<file path="config.mk">
export PLATFORM = sky130hd
export DESIGN_NAME = encoder_round_sequencer
export DESIGN_NICKNAME = d
export VERILOG_FILES = /design/src/rtl/encoder_round_sequencer_pkg.sv /design/src/rtl/encoder_round_sequencer_next_sel.sv /design/src/rtl/encoder_round_sequencer.sv
export SDC_FILE = /design/constraint.sdc
export NUM_CORES = 1
export LEC_CHECK = 0
export BUFFER_PORTS_ARGS = -buffer_cell sky130_fd_sc_hd__buf_2
export CORE_UTILIZATION = 56
export DETAILED_ROUTE_END_ITERATION = 12
export PLACE_DENSITY = 0.8
export SYNTH_ARGS = -nofsm -noshare
export SYNTH_HDL_FRONTEND = slang
export SYNTH_SLANG_ARGS = --single-unit
</file>
<file path="constraint.sdc">
create_clock -name clk -period 2.85 [get_ports clk]
set_input_delay 0.1425 -clock clk [delete_from_list [all_inputs] [get_ports clk]]
set_output_delay 0.1425 -clock clk [all_outputs]
set_load 0.01 [all_outputs]
</file>
<file path="src/rtl/encoder_round_sequencer_pkg.sv">
// Shared definitions for the encoder round sequencer.
//   seq_state_e : sequencer FSM state encoding
//   clog2_min1  : ceil(log2(value)), never less than 1, so that index and
//                 timer widths stay legal for degenerate parameter values
package encoder_round_sequencer_pkg;

    typedef enum logic [2:0] {
        S_IDLE   = 3'd0,
        S_LAUNCH = 3'd1,
        S_WAIT   = 3'd2,
        S_DONE   = 3'd3,
        S_ERR    = 3'd4
    } seq_state_e;

    function automatic int clog2_min1(input int value);
        return (value <= 2) ? 1 : $clog2(value);
    endfunction

endpackage

</file>
<file path="src/rtl/encoder_round_sequencer_next_sel.sv">
// Combinational priority search over the stage bypass mask.
// Ports:
//   mask          in  enabled stages (1 = run)
//   cur_idx       in  stage currently being sequenced
//   next_idx      out lowest enabled stage above cur_idx (0 when none)
//   first_idx     out lowest enabled stage in the mask (0 when mask is empty)
//   last_in_round out no enabled stage above cur_idx
module encoder_round_sequencer_next_sel #(
    parameter int NUM_STAGES = 5,
    parameter int IDX_W      = 3
) (
    input  logic [NUM_STAGES-1:0] mask,
    input  logic [IDX_W-1:0]      cur_idx,
    output logic [IDX_W-1:0]      next_idx,
    output logic [IDX_W-1:0]      first_idx,
    output logic                  last_in_round
);

    // Scan from the top down so the lowest matching index is written last.
    always_comb begin
        first_idx     = '0;
        next_idx      = '0;
        last_in_round = 1'b1;
        for (int i = NUM_STAGES - 1; i >= 0; i--) begin
            if (mask[i]) begin
                first_idx = IDX_W'(i);
                if (i > int'(cur_idx)) begin
                    next_idx      = IDX_W'(i);
                    last_in_round = 1'b0;
                end
            end
        end
    end

endmodule

</file>
<file path="src/rtl/encoder_round_sequencer.sv">
// Round/stage sequencer for the encoder datapath. Runs NUM_ROUNDS rounds; in
// each round the enabled step units are started in ascending order through a
// start/finish handshake. Includes a bypass mask, per-stage watchdog, abort
// and a saturating run cycle counter.
// Ports:
//   clk           in  clock, rising edge
//   rst           in  asynchronous reset, active-low despite its name
//   start         in  run request, sampled only in IDLE
//   abort         in  cancel the current run
//   stage_en      in  bypass mask (1 = run stage), latched when start is accepted
//   stage_finish  in  per-stage done from the step units
//   stage_start   out one-hot, one-cycle start pulse to the selected step unit
//   iteration     out current round
//   busy          out run in progress
//   finish        out one-cycle pulse on normal completion
//   error         out sticky watchdog error, cleared by the next accepted start
//   error_stage   out stage that timed out, valid while error=1
//   cycle_count   out cycles of the last/current run, saturating
//
// state  | meaning
// IDLE   | waiting for start; outputs hold results of the last run
// LAUNCH | stage_start pulse to stage_idx; a finish here counts as completion
// WAIT   | waiting for stage_finish[stage_idx]; watchdog running
// DONE   | finish pulse, then IDLE
// ERR    | watchdog expired, one cycle, then IDLE with error held
module encoder_round_sequencer
    import encoder_round_sequencer_pkg::*;
#(
    parameter int  NUM_STAGES = 5,
    parameter int  NUM_ROUNDS = 24,
    parameter int  ROUND_W    = 6,
    parameter int  TIMEOUT    = 1023,
    parameter int  CNT_W      = 16,
    localparam int IDX_W      = clog2_min1(NUM_STAGES)
) (
    input  logic                  clk,
    input  logic                  rst,
    input  logic                  start,
    input  logic                  abort,
    input  logic [NUM_STAGES-1:0] stage_en,
    input  logic [NUM_STAGES-1:0] stage_finish,
    output logic [NUM_STAGES-1:0] stage_start,
    output logic [ROUND_W-1:0]    iteration,
    output logic                  busy,
    output logic                  finish,
    output logic                  error,
    output logic [IDX_W-1:0]      error_stage,
    output logic [CNT_W-1:0]      cycle_count
);

    localparam int                 TMR_W      = clog2_min1(TIMEOUT + 1);
    localparam logic [TMR_W-1:0]   TMR_LOAD   = TMR_W'(TIMEOUT);
    localparam logic [ROUND_W-1:0] LAST_ROUND = ROUND_W'(NUM_ROUNDS - 1);

    seq_state_e            state_q, state_d;
    logic [NUM_STAGES-1:0] mask_q, mask_d;
    logic [IDX_W-1:0]      stage_idx_q, stage_idx_d;
    logic [ROUND_W-1:0]    iteration_q, iteration_d;
    logic [TMR_W-1:0]      wdog_q, wdog_d;
    logic                  error_q, error_d;
    logic [IDX_W-1:0]      error_stage_q, error_stage_d;
    logic [CNT_W-1:0]      cycle_count_q, cycle_count_d;

    logic [NUM_STAGES-1:0] sel_mask;
    logic [IDX_W-1:0]      next_idx, first_idx;
    logic                  last_in_round;
    logic                  stage_done;

    // In IDLE the live input mask picks the first stage for the run being accepted.
    assign sel_mask   = (state_q == S_IDLE) ? stage_en : mask_q;
    assign stage_done = stage_finish[stage_idx_q];

    encoder_round_sequencer_next_sel #(
        .NUM_STAGES (NUM_STAGES),
        .IDX_W      (IDX_W)
    ) u_next_sel (
        .mask          (sel_mask),
        .cur_idx       (stage_idx_q),
        .next_idx      (next_idx),
        .first_idx     (first_idx),
        .last_in_round (last_in_round)
    );

    always_ff @(posedge clk or negedge rst) begin
        if (!rst) begin
            state_q       <= S_IDLE;
            mask_q        <= '0;
            stage_idx_q   <= '0;
            iteration_q   <= '0;
            wdog_q        <= '0;
            error_q       <= 1'b0;
            error_stage_q <= '0;
            cycle_count_q <= '0;
        end else begin
            state_q       <= state_d;
            mask_q        <= mask_d;
            stage_idx_q   <= stage_idx_d;
            iteration_q   <= iteration_d;
            wdog_q        <= wdog_d;
            error_q       <= error_d;
            error_stage_q <= error_stage_d;
            cycle_count_q <= cycle_count_d;
        end
    end

    always_comb begin
        state_d       = state_q;
        mask_d        = mask_q;
        stage_idx_d   = stage_idx_q;
        iteration_d   = iteration_q;
        wdog_d        = wdog_q;
        error_d       = error_q;
        error_stage_d = error_stage_q;
        cycle_count_d = cycle_count_q;

        if (state_q != S_IDLE && cycle_count_q != '1) begin
            cycle_count_d = cycle_count_q + 1'b1;
        end

        unique case (state_q)
            S_IDLE: begin
                if (start) begin
                    mask_d        = stage_en;
                    error_d       = 1'b0;
                    error_stage_d = '0;
                    cycle_count_d = '0;
                    iteration_d   = '0;
                    if (|stage_en) begin
                        stage_idx_d = first_idx;
                        state_d     = S_LAUNCH;
                    end else begin
                        state_d = S_DONE;
                    end
                end
            end
            S_LAUNCH, S_WAIT: begin
                if (abort) begin
                    state_d = S_IDLE;
                end else if (stage_done) begin
                    if (!last_in_round) begin
                        stage_idx_d = next_idx;
                        state_d     = S_LAUNCH;
                    end else if (iteration_q != LAST_ROUND) begin
                        iteration_d = iteration_q + 1'b1;
                        stage_idx_d = first_idx;
                        state_d     = S_LAUNCH;
                    end else begin
                        state_d = S_DONE;
                    end
                end else if (state_q == S_LAUNCH) begin
                    state_d = S_WAIT;
                end else if (TIMEOUT != 0 && wdog_q == TMR_W'(1)) begin
                    state_d       = S_ERR;
                    error_d       = 1'b1;
                    error_stage_d = stage_idx_q;
                end else begin
                    wdog_d = wdog_q - 1'b1;
                end
                // Down-counter reloads on every launch; expiry is the 1 -> 0 step in WAIT.
                if (state_q == S_LAUNCH) begin
                    wdog_d = TMR_LOAD;
                end
            end
            S_DONE:  state_d = S_IDLE;
            S_ERR:   state_d = S_IDLE;
            default: state_d = S_IDLE;
        endcase
    end

    always_comb begin
        stage_start = '0;
        if (state_q == S_LAUNCH) begin
            stage_start[stage_idx_q] = 1'b1;
        end
        busy        = (state_q != S_IDLE);
        finish      = (state_q == S_DONE);
        iteration   = iteration_q;
        error       = error_q;
        error_stage = error_stage_q;
        cycle_count = cycle_count_q;
    end

endmodule

</file>
After elaboration in Yosys (flattened, before gate mapping)
Index checks and enable logic that the tools add are counted.
Cells by class
  add/subtract/negate cells: 3
  $lt $le $gt $ge: 6
  eq/ne operators: 20
  mux-type cells: 68
  reductions and logical operators: 13
Operators by type and width (number)
  $mux W3: 29
  $mux W16: 3
  $mux W10: 4
  $mux W6: 5
  $ne A2 B2 Y1 const B: 9
  $pmux W3 S2: 3
  $reduce_and A6 Y1: 3
  $add A16 B1 Y16 const B: 1
  $ne A16 B16 Y1 const B: 1
  $mux W1: 15
  $pmux W6 S2: 1
  $eq A10 B1 Y1 const B: 1
  $mux W5: 2
  $sub A10 B1 Y10 const B: 1
  $add A6 B1 Y6 const B: 1
  $eq A3 B2 Y1 const B: 2
  $gt A2 B3 Y1 const A: 2
  $mux W2: 3
  $ne A2 B1 Y1 const B: 3
  $ne A6 B5 Y1 const B: 1
  $ne A5 B5 Y1 const B: 1
  $reduce_or A5 Y1: 1
  $lt A3 B4 Y1 const B: 1
  $reduce_and A2 Y1: 2
  14 further kinds: 15
Storage, ports and cells
  register bits: 47
  input port bits: 14
  output and inout port bits: 33
  word-level logic and storage cells: 118

Depth between registers and ports, before layout
Gate-level depths: netlist (run 1).
  word-level depth: 13
  gate-level depth with buffers: 10
  depth with buffers taken out: 8

Modules after synthesis
A second synthesis (run 1) with hierarchy kept.
Second synthesis, totals
  cell total of the unflattened synthesis: 298
  area, all modules: 2748.9 µm²
Modules (own cells, without submodules)
  encoder_round_sequencer: times used 1, cells an instance 280, area each 2630.0 µm², sequential area each 1176.1 µm²
  encoder_round_sequencer_next_sel: times used 1, cells an instance 18, area each 118.9 µm², sequential area each 0.0 µm²

Least setup slack after synthesis (run 1)
Ideal clock, no wire load.
  path type: register -> register
  start point: reg wdog_q[1]
  end point: reg error_q (netlist: error)
  setup time: 125 ps
  arrival time: 1990 ps
  data required time: 2725 ps
  path slack: 736 ps
  cell stages (with the launch flop): 8
  buffers on the path: 0
  clock period less this slack: 2114 ps
  path through: dfrtp_1 inv_1 ha_1 or3b_2 or4_4 o21ai_2 nand3_2 mux2_2
Between the ends
  cells in the longest elaborated chain, start to end: 3
RTL lines
  start: declaration: RTL line encoder_round_sequencer.sv:59  | logic [TMR_W-1:0] wdog_q, wdog_d;
  start signal: assignment: RTL line encoder_round_sequencer.sv:99  | wdog_q <= wdog_d;
  $eq A10 B1 Y1: RTL line encoder_round_sequencer.sv:152  | end else if (TIMEOUT != 0 && wdog_q == TMR_W'(1)) begin
  $ne A2 B2 Y1 (no source line)
  $reduce_and A6 Y1 (no source line)
  end signal: assignment: RTL line encoder_round_sequencer.sv:100  | error_q <= error_d;
  end: declaration: RTL line encoder_round_sequencer.sv:60  | logic error_q, error_d;
No other way between the ends.
A chain may end at the register's enable or synchronous reset.

Final worst setup path (run 1)
  start point: reg wdog_q[1]
  end point: reg wdog_q[7]
Between the ends
  cells in the longest elaborated chain, start to end: 5
  elaborated cells between the ends (all ways): 8
  classes of those cells: add/sub: 1; eq/ne: 2; mux: 4; reduce/logical: 1
RTL lines
  $sub A10 B1 Y10: RTL line encoder_round_sequencer.sv:157  | wdog_d = wdog_q - 1'b1;
  $mux W10: RTL line encoder_round_sequencer.sv:152
  $mux W10: RTL line encoder_round_sequencer.sv:139  | end else if (stage_done) begin
  $mux W10: RTL line encoder_round_sequencer.sv:137  | if (abort) begin
  $mux W10: RTL line encoder_round_sequencer.sv:160  | if (state_q == S_LAUNCH) begin
Several ways; a longest one is shown, not always the timed one. The select of a mux whose other input is x is not followed.

==> results of run 1 <==
## cell type report
type,instances,share of cell area
clock buffers,6,0.0262
flip-flops and latches,47,0.373
inverters,10,0.0119
well taps,67,0.0266
repair buffers,52,0.0872
clock inverters,1,0.00159
multi-input cells,236,0.474
## placed cells by master, fill, tap and decap left out, drive strengths merged, types with 2 or more instances in the layout
cell	instances
mux2	3
or3b	2
xnor2	7
nor4	6
o32a	2
a21oi	11
or2	2
inv	10
and3	2
nor3	14
nand4	8
or3	4
o31ai	3
and2	3
a311oi	2
nand2b	6
or4	3
nand2	39
nor2	36
clkbuf	6
mux2i	12
buf	52
dfrtp	47
nor4b	2
ha	4
xor2	14
o21ai	10
nand3	18
## flip-flops by register name, summed over array words and instances (netlist names)
signal       cells
error_stage      3
mask_q           5
cycle_count     16
iteration        6
wdog_q          10
stage_idx_q      3
state_q          3
error            1
## layer usage
metal	GRT usage	vias to the layer above	share of wire
li1	-	1178	-
met1	0.347	1178	0.46
met2	0.402	62	0.48
met3	0.0444	9	0.045
met4	0.0850	0	0.014
met5	0	-	0
## final timing paths
| path | start | end | slack, ns |
|---|---|---|---|
| worst max register to register | wdog_q[1] | wdog_q[7] | 0.45 |
| worst min register to register | error | error | 0.51 |
| worst min-delay path | rst | cycle_count[12] | 0.03 |
| max in group asynchronous | rst | error | 2.17 |
| worst max-delay path | wdog_q[1] | wdog_q[7] | 0.45 |
| min in group clk | stage_en[2] | mask_q[2] | 0.08 |
## kinds of logic (layout without fill, tap and decap cells)
kind of cell,after synthesis,after routing,share of synthesized area
muxes,15,15,0.0554
and+or+nand+nor,152,152,0.277
DFF,47,47,0.423
xor gates and xnor gates,21,21,0.0662
AOI/OAI and AO/OA,44,44,0.118
adders and majority gates,4,4,0.0180
buffers and inverters,23,69,0.0410
## per-stage QoR
step | util | hold WS, ns | setup WS, ns
2_1_floorplan | - | -0.153 | 0.736
3_3_place_gp | 0.644 | 0.375 | 0.300
4_1_cts | 0.662 | 0.0637 | 0.104
6_report | 0.664 | 0.0332 | 0.452
5_1_grt | 0.664 | 0.0948 | 0.264
3_5_place_dp | 0.644 | 0.381 | 0.187
## power breakdown
part / total, µW / switching (µW) / internal [µW]
combinational: 1540 / 913 / 626
clock: 407 / 216 / 191
sequential: 1010 / 213 / 801
==> impl_metrics.xml, run 1 <==
<?xml version="1.0" encoding="UTF-8"?>
<metrics>
  <group name="global_route">
    <metric name="grt_util_all_layers" unit="">0.252</metric>
    <metric name="grt_overflow" unit="">0</metric>
    <metric name="grt_first_pass_wirelength" unit="µm">10400</metric>
    <metric name="antenna_found_initial" unit="">0</metric>
    <metric name="via_count_of_the_first_global_routing_pass" unit="">2252</metric>
    <metric name="grt_max_degree" unit="">48</metric>
  </group>
  <group name="yosys">
    <metric name="mean_cell_area_of_the_mapped_netlist" unit="µm²">9.08</metric>
    <metric name="number_of_distinct_library_cell_variants_in_the_gate_level_netlist_after_synthesis" unit="">58</metric>
    <metric name="synth_area_leaders" unit="">dfrtp_1 (42%), nand2_1 (5.3%), nor2_1 (4.9%)</metric>
    <metric name="async_sr_flop_fraction" unit="">1.00</metric>
    <metric name="synthesis.instances" unit="">306</metric>
    <metric name="synth_ff_type" unit="">dfrtp_1</metric>
    <metric name="number_of_enable_type_register_cells_in_the_synthesized_netlist" unit="">0</metric>
    <metric name="yosysSeqAreaShare" unit="">0.423</metric>
    <metric name="synth-seq-cells" unit="">47</metric>
    <metric name="synth.top_cell.area_share" unit="">0.423</metric>
    <metric name="syn-num-nets" unit="">324</metric>
    <metric name="synthDominantAreaCellType" unit="">dfrtp_1</metric>
    <metric name="synth_most_common_cell" unit="">dfrtp_1</metric>
    <metric name="synth_common_cells" unit="">dfrtp_1 (47), nand2_1 (39), nor2_1 (36)</metric>
    <metric name="yosys_warnings" unit="">0</metric>
    <metric name="cell_area_after_synthesis" unit="µm²">2780</metric>
  </group>
  <group name="sta">
    <metric name="hold_violations" unit="">0</metric>
    <metric name="worst_pin_slew" unit="ns">1.05</metric>
    <metric name="final.period_utilization" unit="">0.841</metric>
    <metric name="final-setup-viol-count" unit="">0</metric>
    <metric name="finClkSkew" unit="ns">0.0109</metric>
    <metric name="timing.fmax" unit="MHz">417</metric>
    <metric name="layout_min_cycle_time" unit="ns">2.40</metric>
    <metric name="final.setup.tns" unit="ns">0</metric>
    <metric name="rsz0062_at_grt" unit="">false</metric>
    <metric name="timing.slew.headroom" unit="">0.297</metric>
    <metric name="timing.final.max_slew_violations" unit="">0</metric>
  </group>
  <group name="clock_network">
    <metric name="cts-hold-fix-buffers" unit="">0</metric>
    <metric name="cts_root_buf" unit="">clkbuf_8</metric>
    <metric name="clock_latency" unit="ns">0.30</metric>
    <metric name="clock_tree_from_tritoncts" unit="">done</metric>
    <metric name="clock_path_buffers" unit="">2</metric>
    <metric name="postCtsSetupRepairBufs" unit="">0</metric>
    <metric name="path_clk_slew" unit="ns">0.08</metric>
    <metric name="cts_made_buffers" unit="">5</metric>
    <metric name="cts_htree_levels" unit="">2</metric>
    <metric name="clock-sinks" unit="">47</metric>
    <metric name="cts_resized" unit="">0</metric>
  </group>
  <group name="worst_setup_path">
    <metric name="worstPathCellList" unit="">inv_1 &gt; ha_1 &gt; or3b_2 &gt; nor4_1 &gt; o41ai_2 &gt; nand4bb_1 &gt; xor2_1 &gt; nand2_1</metric>
    <metric name="timing.setup.critical_path_class" unit="">reg2reg</metric>
    <metric name="crit_path_max_fanout" unit="">8</metric>
    <metric name="crit_path_top_delay_cell" unit="">nor4_1</metric>
    <metric name="critical_path_buf_inv_count" unit="">1</metric>
    <metric name="worstSetupPathDepth" unit="">8</metric>
    <metric name="ff2ff_path_depth" unit="">8</metric>
    <metric name="cp_data_required_time" unit="ns">3.01</metric>
    <metric name="cell_family_contributing_the_most_delay_on_the_critical_path" unit="">simple AND/OR/NAND/NOR gates</metric>
    <metric name="crit_path_end_kind" unit="">flip-flop</metric>
    <metric name="start_kind" unit="">flip-flop</metric>
    <metric name="cp_data_arrival_time" unit="ns">2.55</metric>
    <metric name="critical-path-max-stage-delay" unit="ns">0.48</metric>
  </group>
  <group name="routing">
    <metric name="detail-route-antenna-nets" unit="">0</metric>
    <metric name="remaining_drc_errors" unit="">0</metric>
    <metric name="vias_per_cell" unit="">5.79</metric>
    <metric name="drt_iter0_drc" unit="">155</metric>
    <metric name="route.detailed.wl_per_inst" unit="µm">14.6</metric>
    <metric name="first_pass_iters" unit="">4</metric>
    <metric name="routed_wl" unit="µm">6140</metric>
    <metric name="vias" unit="">2427</metric>
  </group>
  <group name="flow_run">
    <metric name="drv_cap" unit="">0</metric>
  </group>
  <group name="cells_and_area">
    <metric name="register_cell_area_after_layout" unit="µm²">1180</metric>
    <metric name="antenna-diode-count" unit="">0</metric>
    <metric name="layout.nets" unit="">370</metric>
    <metric name="final_cell_count_no_fill" unit="">419</metric>
    <metric name="layout-drive-gt1-share" unit="">0.216</metric>
    <metric name="final_area" unit="µm²">3160</metric>
    <metric name="fillers" unit="">432</metric>
    <metric name="multi_input_area" unit="µm²">1500</metric>
    <metric name="area_growth_syn_to_layout" unit="%">13.6</metric>
  </group>
  <group name="die">
    <metric name="initial_core_utilization" unit="">0.584</metric>
    <metric name="core" unit="µm²">4750</metric>
    <metric name="die_y" unit="µm">72.4</metric>
    <metric name="die-area" unit="µm²">5250</metric>
    <metric name="floorplan.die.width" unit="µm">72.4</metric>
    <metric name="design.portCount" unit="">47</metric>
    <metric name="fp-row-count" unit="">25</metric>
  </group>
  <group name="status">
    <metric name="outcome" unit="">finished clean</metric>
  </group>
  <group name="pwr">
    <metric name="vdd.ir_drop.worst" unit="µV">404</metric>
    <metric name="power.static_leakage" unit="µW">0.00142</metric>
    <metric name="total_power" unit="µW">2960</metric>
    <metric name="power.density" unit="nW/µm²">938</metric>
  </group>
  <group name="place">
    <metric name="dpl.hpwl" unit="µm">4410</metric>
    <metric name="post_dp_cell_area" unit="µm²">3060</metric>
    <metric name="place_congestion" unit="">0.841</metric>
    <metric name="port-buffer-count" unit="">46</metric>
    <metric name="placed_cells" unit="">412</metric>
  </group>
  <group name="hold_path">
    <metric name="hold_removal_path_class" unit="">in2async</metric>
  </group>
</metrics>
No activity file was read; power rests on OpenSTA's default activity.
==> run 2, diff against run 1 <==
--- a/config.mk
+++ b/config.mk
@@ -6,9 +6,9 @@
 export NUM_CORES = 1
 export LEC_CHECK = 0
 export BUFFER_PORTS_ARGS = -buffer_cell sky130_fd_sc_hd__buf_2
-export CORE_UTILIZATION = 56
+export CORE_UTILIZATION = 51
 export DETAILED_ROUTE_END_ITERATION = 12
-export PLACE_DENSITY = 0.8
+export PLACE_DENSITY = 0.76
 export SYNTH_ARGS = -nofsm -noshare
 export SYNTH_HDL_FRONTEND = slang
 export SYNTH_SLANG_ARGS = --single-unit
==> constraint.sdc (replaced) <==
create_clock -name clk -period 2.15 [get_ports clk]
set_input_delay 0.1075 -clock clk [delete_from_list [all_inputs] [get_ports clk]]
set_output_delay 0.1075 -clock clk [all_outputs]
set_load 0.01 [all_outputs]
==> impl_metrics.xml, run 2 (synthesized netlist as in run 1, its figures left out) <==
<?xml version="1.0" encoding="UTF-8"?>
<metrics>
  <group name="cells_and_area">
    <metric name="layout.nets" unit="">411</metric>
    <metric name="fillers" unit="">369</metric>
    <metric name="largest_register_ffs" unit="">16</metric>
    <metric name="layout-drive-gt1-share" unit="">0.350</metric>
    <metric name="antenna-diode-count" unit="">0</metric>
    <metric name="area_growth_syn_to_layout" unit="%">32.9</metric>
    <metric name="layout.cells.most_common_list" unit="">dfrtp_1 (46), buf_2 (46), buf_4 (39)</metric>
    <metric name="final_cell_count_no_fill" unit="">464</metric>
    <metric name="final_area" unit="µm²">3690</metric>
    <metric name="final_core_utilization" unit="">0.714</metric>
  </group>
  <group name="pwr">
    <metric name="p_seq_frac" unit="">0.250</metric>
    <metric name="power.combinational.fraction" unit="">0.617</metric>
    <metric name="total_switching_power" unit="µW">2140</metric>
    <metric name="power.static_leakage" unit="µW">0.00165</metric>
    <metric name="power.share.switching" unit="">0.428</metric>
    <metric name="cellInternalPower" unit="µW">2850</metric>
    <metric name="total_power" unit="µW">4990</metric>
    <metric name="share_clk_of_total_power" unit="">0.133</metric>
    <metric name="power.density" unit="nW/µm²">1350</metric>
    <metric name="vdd.ir_drop.worst" unit="µV">673</metric>
  </group>
  <group name="sta">
    <metric name="worst_pin_slew" unit="ns">0.601</metric>
    <metric name="timing.fmax" unit="MHz">464</metric>
    <metric name="final.setup.tns" unit="ns">-0.00621</metric>
    <metric name="final-setup-viol-count" unit="">1</metric>
    <metric name="finClkSkew" unit="ns">0.00767</metric>
    <metric name="timing.slew.headroom" unit="">0.599</metric>
    <metric name="layout_min_cycle_time" unit="ns">2.16</metric>
    <metric name="timing.final.max_slew_violations" unit="">0</metric>
    <metric name="rsz0062_at_grt" unit="">true</metric>
    <metric name="final.period_utilization" unit="">1.00</metric>
    <metric name="layout_setup_ws" unit="ns">-0.00621</metric>
    <metric name="hold_violations" unit="">0</metric>
  </group>
  <group name="clock_network">
    <metric name="clock_latency" unit="ns">0.30</metric>
    <metric name="clock_path_buffers" unit="">2</metric>
    <metric name="cts_htree_levels" unit="">2</metric>
    <metric name="clock-sinks" unit="">47</metric>
    <metric name="clock_tree_from_tritoncts" unit="">done</metric>
    <metric name="path_clk_slew" unit="ns">0.09</metric>
    <metric name="cts_made_buffers" unit="">5</metric>
    <metric name="cts_root_buf" unit="">clkbuf_8</metric>
  </group>
  <group name="routing">
    <metric name="drt_iter0_drc" unit="">179</metric>
    <metric name="detail-route-antenna-nets" unit="">0</metric>
    <metric name="first_pass_iters" unit="">4</metric>
    <metric name="vias" unit="">2627</metric>
    <metric name="route.detailed.wl_per_inst" unit="µm">14.8</metric>
    <metric name="vias_per_cell" unit="">5.66</metric>
    <metric name="remaining_drc_errors" unit="">0</metric>
    <metric name="routed_wl" unit="µm">6860</metric>
  </group>
  <group name="place">
    <metric name="place_congestion" unit="">0.856</metric>
    <metric name="placed_cells" unit="">444</metric>
    <metric name="post_dp_cell_area" unit="µm²">3280</metric>
    <metric name="port-buffer-count" unit="">46</metric>
    <metric name="dpl.hpwl" unit="µm">4660</metric>
  </group>
  <group name="global_route">
    <metric name="global_route.peak_usage_layer" unit="">met2</metric>
    <metric name="global_route.usage.met2" unit="">0.389</metric>
    <metric name="grt_max_degree" unit="">48</metric>
    <metric name="antenna_found_initial" unit="">0</metric>
    <metric name="grt_first_pass_wirelength" unit="µm">10100</metric>
    <metric name="via_count_of_the_first_global_routing_pass" unit="">2215</metric>
    <metric name="grt_util_all_layers" unit="">0.233</metric>
    <metric name="grtUsageMet3" unit="">0.0423</metric>
    <metric name="grt_overflow" unit="">0</metric>
    <metric name="globalRouteMet1Util" unit="">0.309</metric>
  </group>
  <group name="worst_setup_path">
    <metric name="cp_data_arrival_time" unit="ns">2.35</metric>
    <metric name="start_kind" unit="">flip-flop</metric>
    <metric name="crit_path_end_kind" unit="">flip-flop</metric>
    <metric name="ff2ff_setup_slack" unit="ns">-0.006</metric>
    <metric name="timing.setup.critical_path_class" unit="">reg2reg</metric>
    <metric name="crit_path_max_fanout" unit="">2</metric>
    <metric name="worstPathCellList" unit="">inv_2 &gt; ha_1 &gt; or3b_4 &gt; or4_4 &gt; o21ai_2 &gt; nand3_2 &gt; mux2_2</metric>
    <metric name="cp_data_required_time" unit="ns">2.34</metric>
    <metric name="crit_path_top_delay_cell" unit="">or4_4</metric>
    <metric name="critical-path-max-stage-delay" unit="ns">0.51</metric>
  </group>
  <group name="status">
    <metric name="outcome" unit="">complete, but fails checks</metric>
    <metric name="violations" unit="">setup timing</metric>
  </group>
  <group name="die">
    <metric name="floorplan.die.width" unit="µm">75.8</metric>
    <metric name="fp-row-count" unit="">26</metric>
    <metric name="die-area" unit="µm²">5750</metric>
    <metric name="initial_core_utilization" unit="">0.537</metric>
    <metric name="design.portCount" unit="">47</metric>
    <metric name="core" unit="µm²">5170</metric>
    <metric name="die_y" unit="µm">75.8</metric>
  </group>
  <group name="flow_run">
    <metric name="drv_cap" unit="">0</metric>
  </group>
  <group name="hold_path">
    <metric name="hold_removal_path_class" unit="">in2reg</metric>
  </group>
</metrics>
==> run 2: path summary, 6_finish.rpt <==
check	depth (start not counted)	to	start
min in group asynchronous	3	cycle_count[13]	rst
setup reg to reg	7	error	wdog_q[1]
max in group asynchronous	3	stage_idx_q[1]	rst
hold reg to reg	1	error	error
hold / removal	3	mask_q[2]	stage_en[2]
setup / recovery	7	error	wdog_q[1]
==> run 2: critical path, delay by kind of cell (launching register included) <==
family,cells,cell delay [ns]
AO/OA/AOI/OAI,1,0.18
AND/OR/NAND/NOR,3,0.99
buffers and inverters,1,0.06
adder cells (fa/ha/maj),1,0.13
multiplexers,1,0.29
flip-flops,1,0.40
==> run 2: area by class of cell <==
class | count | area [µm²] | area share
clock buffer | 5 | 68.8 | 0.0186
tap | 70 | 87.6 | 0.0237
clock inverter | 3 | 46.3 | 0.0125
sequential | 47 | 1180 | 0.319
timing repair buffer | 93 | 612 | 0.166
inverter | 10 | 41.3 | 0.0112
multi-input combinational | 236 | 1660 | 0.449
==> run 2: per-stage QoR <==
| stage | hold slack [ns] | setup WS [ns] |
|---|---|---|
| 3_3_place_gp | 0.240 | -0.156 |
| 2_1_floorplan | -0.188 | 0.0355 |
| 3_5_place_dp | 0.238 | -0.257 |
| 6_report | 0.0534 | -0.00621 |
| 4_1_cts | 0.0285 | -0.00432 |
| 5_1_grt | 0.0604 | -0.0601 |
==> run 2: power by group through the flow <==
| stage | sequential, µW | clock, µW | combinational (µW) |
|---|---|---|---|
| global route | 1270 | 714 | 3340 |
| detailed placement | 1250 | 0 | 2450 |
| floorplan | 1280 | 0 | 1600 |
| finish | 1250 | 666 | 3080 |
| CTS | 1240 | 677 | 2540 |
| global placement | 1240 | 0 | 2410 |
==> run 2: timing repair <==
item | in CTS | in global routing
setup endpoints to repair | 15 | 23
endpoints found under the hold margin | 47 | 0
hold buffers | 1 | 0
buffers inserted | 1 | 10
pin swaps | 1 | 15
gates cloned | 0 | 0
gates resized for setup | 6 | 34
==> run 2: routing by layer <==
metal	wire length, µm	up-vias
met1	3090	1288
li1	-	1261
met4	89	0
met3	276	10
met5	0	-
met2	3400	68
==> run 3, diff against run 2 <==
--- a/config.mk
+++ b/config.mk
@@ -5,10 +5,11 @@
 export SDC_FILE = /design/constraint.sdc
 export NUM_CORES = 1
 export LEC_CHECK = 0
+export ABC_AREA = 1
 export BUFFER_PORTS_ARGS = -buffer_cell sky130_fd_sc_hd__buf_2
-export CORE_UTILIZATION = 51
+export CORE_UTILIZATION = 52
 export DETAILED_ROUTE_END_ITERATION = 12
-export PLACE_DENSITY = 0.76
+export PLACE_DENSITY = 0.77
 export SYNTH_ARGS = -nofsm -noshare
 export SYNTH_HDL_FRONTEND = slang
 export SYNTH_SLANG_ARGS = --single-unit
==> impl_metrics.xml, run 3 <==
<?xml version="1.0" encoding="UTF-8"?>
<metrics>
  <group name="routing">
    <metric name="route.top_layer_used" unit="">met4</metric>
    <metric name="detail-route-antenna-nets" unit="">0</metric>
    <metric name="vias_per_cell" unit="">5.24</metric>
    <metric name="met2WireLength" unit="µm">3260</metric>
    <metric name="remaining_drc_errors" unit="">0</metric>
    <metric name="route.detailed.wl_per_inst" unit="µm">12.0</metric>
    <metric name="m1WireLength" unit="µm">3030</metric>
    <metric name="routed_wl" unit="µm">6670</metric>
    <metric name="first_pass_iters" unit="">4</metric>
    <metric name="wl_met3" unit="µm">313</metric>
    <metric name="drt_iter0_drc" unit="">151</metric>
    <metric name="vias" unit="">2903</metric>
  </group>
  <group name="worst_setup_path">
    <metric name="worstPathCellList" unit="">nor2_1 &gt; inv_1 &gt; nor2_1 &gt; nand3_2 &gt; nand4_2 &gt; nand2_2 &gt; nand2_2 &gt; nand2_1 &gt; o21ai_2</metric>
    <metric name="crit_path_max_fanout" unit="">12</metric>
    <metric name="cp_data_required_time" unit="ns">2.38</metric>
    <metric name="cp_data_arrival_time" unit="ns">2.11</metric>
    <metric name="crit_path_top_delay_cell" unit="">dfrtp_1</metric>
    <metric name="ff2ff_path_depth" unit="">9</metric>
    <metric name="timing.setup.critical_path_class" unit="">reg2reg</metric>
    <metric name="critical-path-max-stage-delay" unit="ns">0.48</metric>
    <metric name="worstSetupPathDepth" unit="">9</metric>
    <metric name="crit-reg2reg-launch" unit="">stage_idx_q[1]</metric>
    <metric name="critical_path_buf_inv_count" unit="">1</metric>
    <metric name="crit_start" unit="">stage_idx_q[1]</metric>
    <metric name="start_kind" unit="">flip-flop</metric>
    <metric name="cell_family_contributing_the_most_delay_on_the_critical_path" unit="">simple AND/OR/NAND/NOR gates</metric>
    <metric name="crit_path_end_kind" unit="">flip-flop</metric>
  </group>
  <group name="die">
    <metric name="die_y" unit="µm">78.7</metric>
    <metric name="fp-row-count" unit="">27</metric>
    <metric name="design.portCount" unit="">47</metric>
    <metric name="initial_core_utilization" unit="">0.548</metric>
    <metric name="die-area" unit="µm²">6190</metric>
    <metric name="floorplan.die.width" unit="µm">78.7</metric>
    <metric name="core" unit="µm²">5570</metric>
  </group>
  <group name="global_route">
    <metric name="antenna_found_initial" unit="">0</metric>
    <metric name="grt_max_degree" unit="">48</metric>
    <metric name="grt_util_all_layers" unit="">0.237</metric>
    <metric name="via_count_of_the_first_global_routing_pass" unit="">2721</metric>
    <metric name="grt_overflow" unit="">0</metric>
    <metric name="grt_first_pass_wirelength" unit="µm">11700</metric>
  </group>
  <group name="sta">
    <metric name="timing.slew.headroom" unit="">0.598</metric>
    <metric name="final.period_utilization" unit="">0.874</metric>
    <metric name="layout_min_cycle_time" unit="ns">1.88</metric>
    <metric name="timing.final.max_slew_violations" unit="">0</metric>
    <metric name="final-setup-viol-count" unit="">0</metric>
    <metric name="timing.fmax" unit="MHz">532</metric>
    <metric name="rsz0062_at_grt" unit="">false</metric>
    <metric name="layout_setup_ws" unit="ns">0.271</metric>
    <metric name="hold_violations" unit="">0</metric>
    <metric name="final.setup.tns" unit="ns">0</metric>
    <metric name="worst_pin_slew" unit="ns">0.603</metric>
    <metric name="finClkSkew" unit="ns">0.00747</metric>
  </group>
  <group name="clock_network">
    <metric name="clock-sinks" unit="">47</metric>
    <metric name="postCtsSetupRepairBufs" unit="">0</metric>
    <metric name="cts_htree_levels" unit="">2</metric>
    <metric name="clock_tree_from_tritoncts" unit="">done</metric>
    <metric name="path_clk_slew" unit="ns">0.08</metric>
    <metric name="clock_path_buffers" unit="">2</metric>
    <metric name="cts_made_buffers" unit="">5</metric>
    <metric name="clock_latency" unit="ns">0.30</metric>
    <metric name="cts_root_buf" unit="">clkbuf_8</metric>
  </group>
  <group name="hold_path">
    <metric name="min_delay_path_depth" unit="">3</metric>
    <metric name="hold_path.startpoint" unit="">stage_en[3]</metric>
    <metric name="hold_removal_path_class" unit="">in2reg</metric>
  </group>
  <group name="pwr">
    <metric name="total_switching_power" unit="µW">2450</metric>
    <metric name="power.share.switching" unit="">0.499</metric>
    <metric name="power.static_leakage" unit="µW">0.00182</metric>
    <metric name="power.combinational.fraction" unit="">0.570</metric>
    <metric name="cellInternalPower" unit="µW">2460</metric>
    <metric name="power.density" unit="nW/µm²">1400</metric>
    <metric name="p_seq_frac" unit="">0.292</metric>
    <metric name="share_clk_of_total_power" unit="">0.138</metric>
    <metric name="vdd.ir_drop.worst" unit="µV">655</metric>
  </group>
  <group name="yosys">
    <metric name="cell_area_after_synthesis" unit="µm²">3060</metric>
    <metric name="syn-num-nets" unit="">446</metric>
    <metric name="synth.top_cell.area_share" unit="">0.385</metric>
    <metric name="synthDominantAreaCellType" unit="">dfrtp_1</metric>
    <metric name="synth_area_leaders" unit="">dfrtp_1 (38%), nand2_1 (12%), inv_1 (7.2%)</metric>
    <metric name="yosysSeqAreaShare" unit="">0.385</metric>
    <metric name="synth-seq-cells" unit="">47</metric>
    <metric name="yosys_warnings" unit="">0</metric>
    <metric name="synth_ff_type" unit="">dfrtp_1</metric>
    <metric name="number_of_distinct_library_cell_variants_in_the_gate_level_netlist_after_synthesis" unit="">36</metric>
    <metric name="synth_common_cells" unit="">nand2_1 (97), inv_1 (59), nor2_1 (54)</metric>
    <metric name="mean_cell_area_of_the_mapped_netlist" unit="µm²">7.14</metric>
    <metric name="async_sr_flop_fraction" unit="">1.00</metric>
    <metric name="synth_most_common_cell" unit="">nand2_1</metric>
    <metric name="number_of_enable_type_register_cells_in_the_synthesized_netlist" unit="">0</metric>
    <metric name="synthesis.instances" unit="">428</metric>
  </group>
  <group name="status">
    <metric name="outcome" unit="">finished clean</metric>
  </group>
  <group name="cells_and_area">
    <metric name="layout.nets" unit="">499</metric>
    <metric name="layout_commonest_cell" unit="">nand2_1</metric>
    <metric name="antenna-diode-count" unit="">0</metric>
    <metric name="area_growth_syn_to_layout" unit="%">14.5</metric>
    <metric name="layout.cells.most_common_list" unit="">nand2_1 (97), inv_1 (59), nor2_1 (54)</metric>
    <metric name="largest_register_ffs" unit="">16</metric>
    <metric name="layout-drive-gt1-share" unit="">0.212</metric>
  </group>
  <group name="place">
    <metric name="dpl.hpwl" unit="µm">5020</metric>
    <metric name="place_congestion" unit="">0.919</metric>
    <metric name="dp_slack" unit="ns">0.241</metric>
    <metric name="port-buffer-count" unit="">46</metric>
  </group>
  <group name="flow_run">
    <metric name="drv_cap" unit="">0</metric>
  </group>
</metrics>
run 3: cell count changes in the layout (fill, tap and decap cells not counted), sizes merged, moves of 6 or more:
cell | before | now
nor2 | 36 | 57
nand2b | 6 | 0
xor2 | 14 | 4
nand2 | 39 | 109
o21ai | 10 | 37
nand3 | 18 | 42
inv | 10 | 66
buf | 92 | 52
mux2i | 12 | 0
run 3: final timing paths:
path,endpoint,slack (ns)
worst min register to register,error_stage[2],0.48
worst max-delay path,iteration[1],0.27
max in group asynchronous,wdog_q[6],1.31
min in group asynchronous,mask_q[1],0.42
worst max register to register,iteration[1],0.27
worst min-delay path,mask_q[3],0.04
run 3: logic make-up after synthesis:
family                   share of synthesized area
AND/OR/NAND/NOR                              0.359
buffers and inverters                        0.104
AO/OA/AOI/OAI                                0.115
flip-flops                                   0.385
XOR/XNOR                                    0.0201
adder cells (fa/ha/maj)                     0.0164
run 3: layout make-up:
cell class | instances | area, µm²
Inverter | 67 | 251
Fill cell | 506 | 2070
Sequential cell | 47 | 1180
Clock buffer | 6 | 82.6
Multi-Input combinational cell | 306 | 1570
Timing Repair Buffer | 54 | 295
Clock inverter | 2 | 35.0
Tap cell | 72 | 90.1
run 3: worst register-to-register path, delay by kind of cell, from the launching register on:
| family | cells | cell delay [ns] |
|---|---|---|
| AOI/OAI and AO/OA | 1 | 0.07 |
| buffers and inverters | 1 | 0.12 |
| and+or+nand+nor | 7 | 1.15 |
| DFF | 1 | 0.48 |
run 3: power groups by stage:
stage / Clock (µW) / Combinational (µW) / Sequential [µW]
after floorplan: 0 / 2230 / 1430
after global placement: 0 / 2700 / 1440
after detailed placement: 0 / 2780 / 1440
after CTS: 696 / 2800 / 1430
after global routing: 722 / 3200 / 1470
final: 676 / 2800 / 1430
run 3: through the flow:
stage          instance area [µm²]  utilization  hold WS, ns  instances  total power (µW)
2_1_floorplan                 3060            -       -0.188        428              3650
3_3_place_gp                  3350        0.602        0.238        544              4140
3_5_place_dp                  3350        0.602        0.244        544              4220
4_1_cts                       3490        0.626       0.0261        554              4920
5_1_grt                       3500        0.628       0.0385        554              5390
6_report                      3500        0.628       0.0353        554              4900
run 3: what timing repair did:
action,in CTS,in global routing
endpoints found under the setup margin,0,7
hold buffers,2,0
endpoints found under the hold margin,48,0
gates resized for setup,0,1
run 3: metal layers:
layer,vias to the layer above,track usage
met5,-,0
li1,1474,-
met1,1364,0.308
met4,0,0.0759
met2,58,0.398
met3,7,0.0395
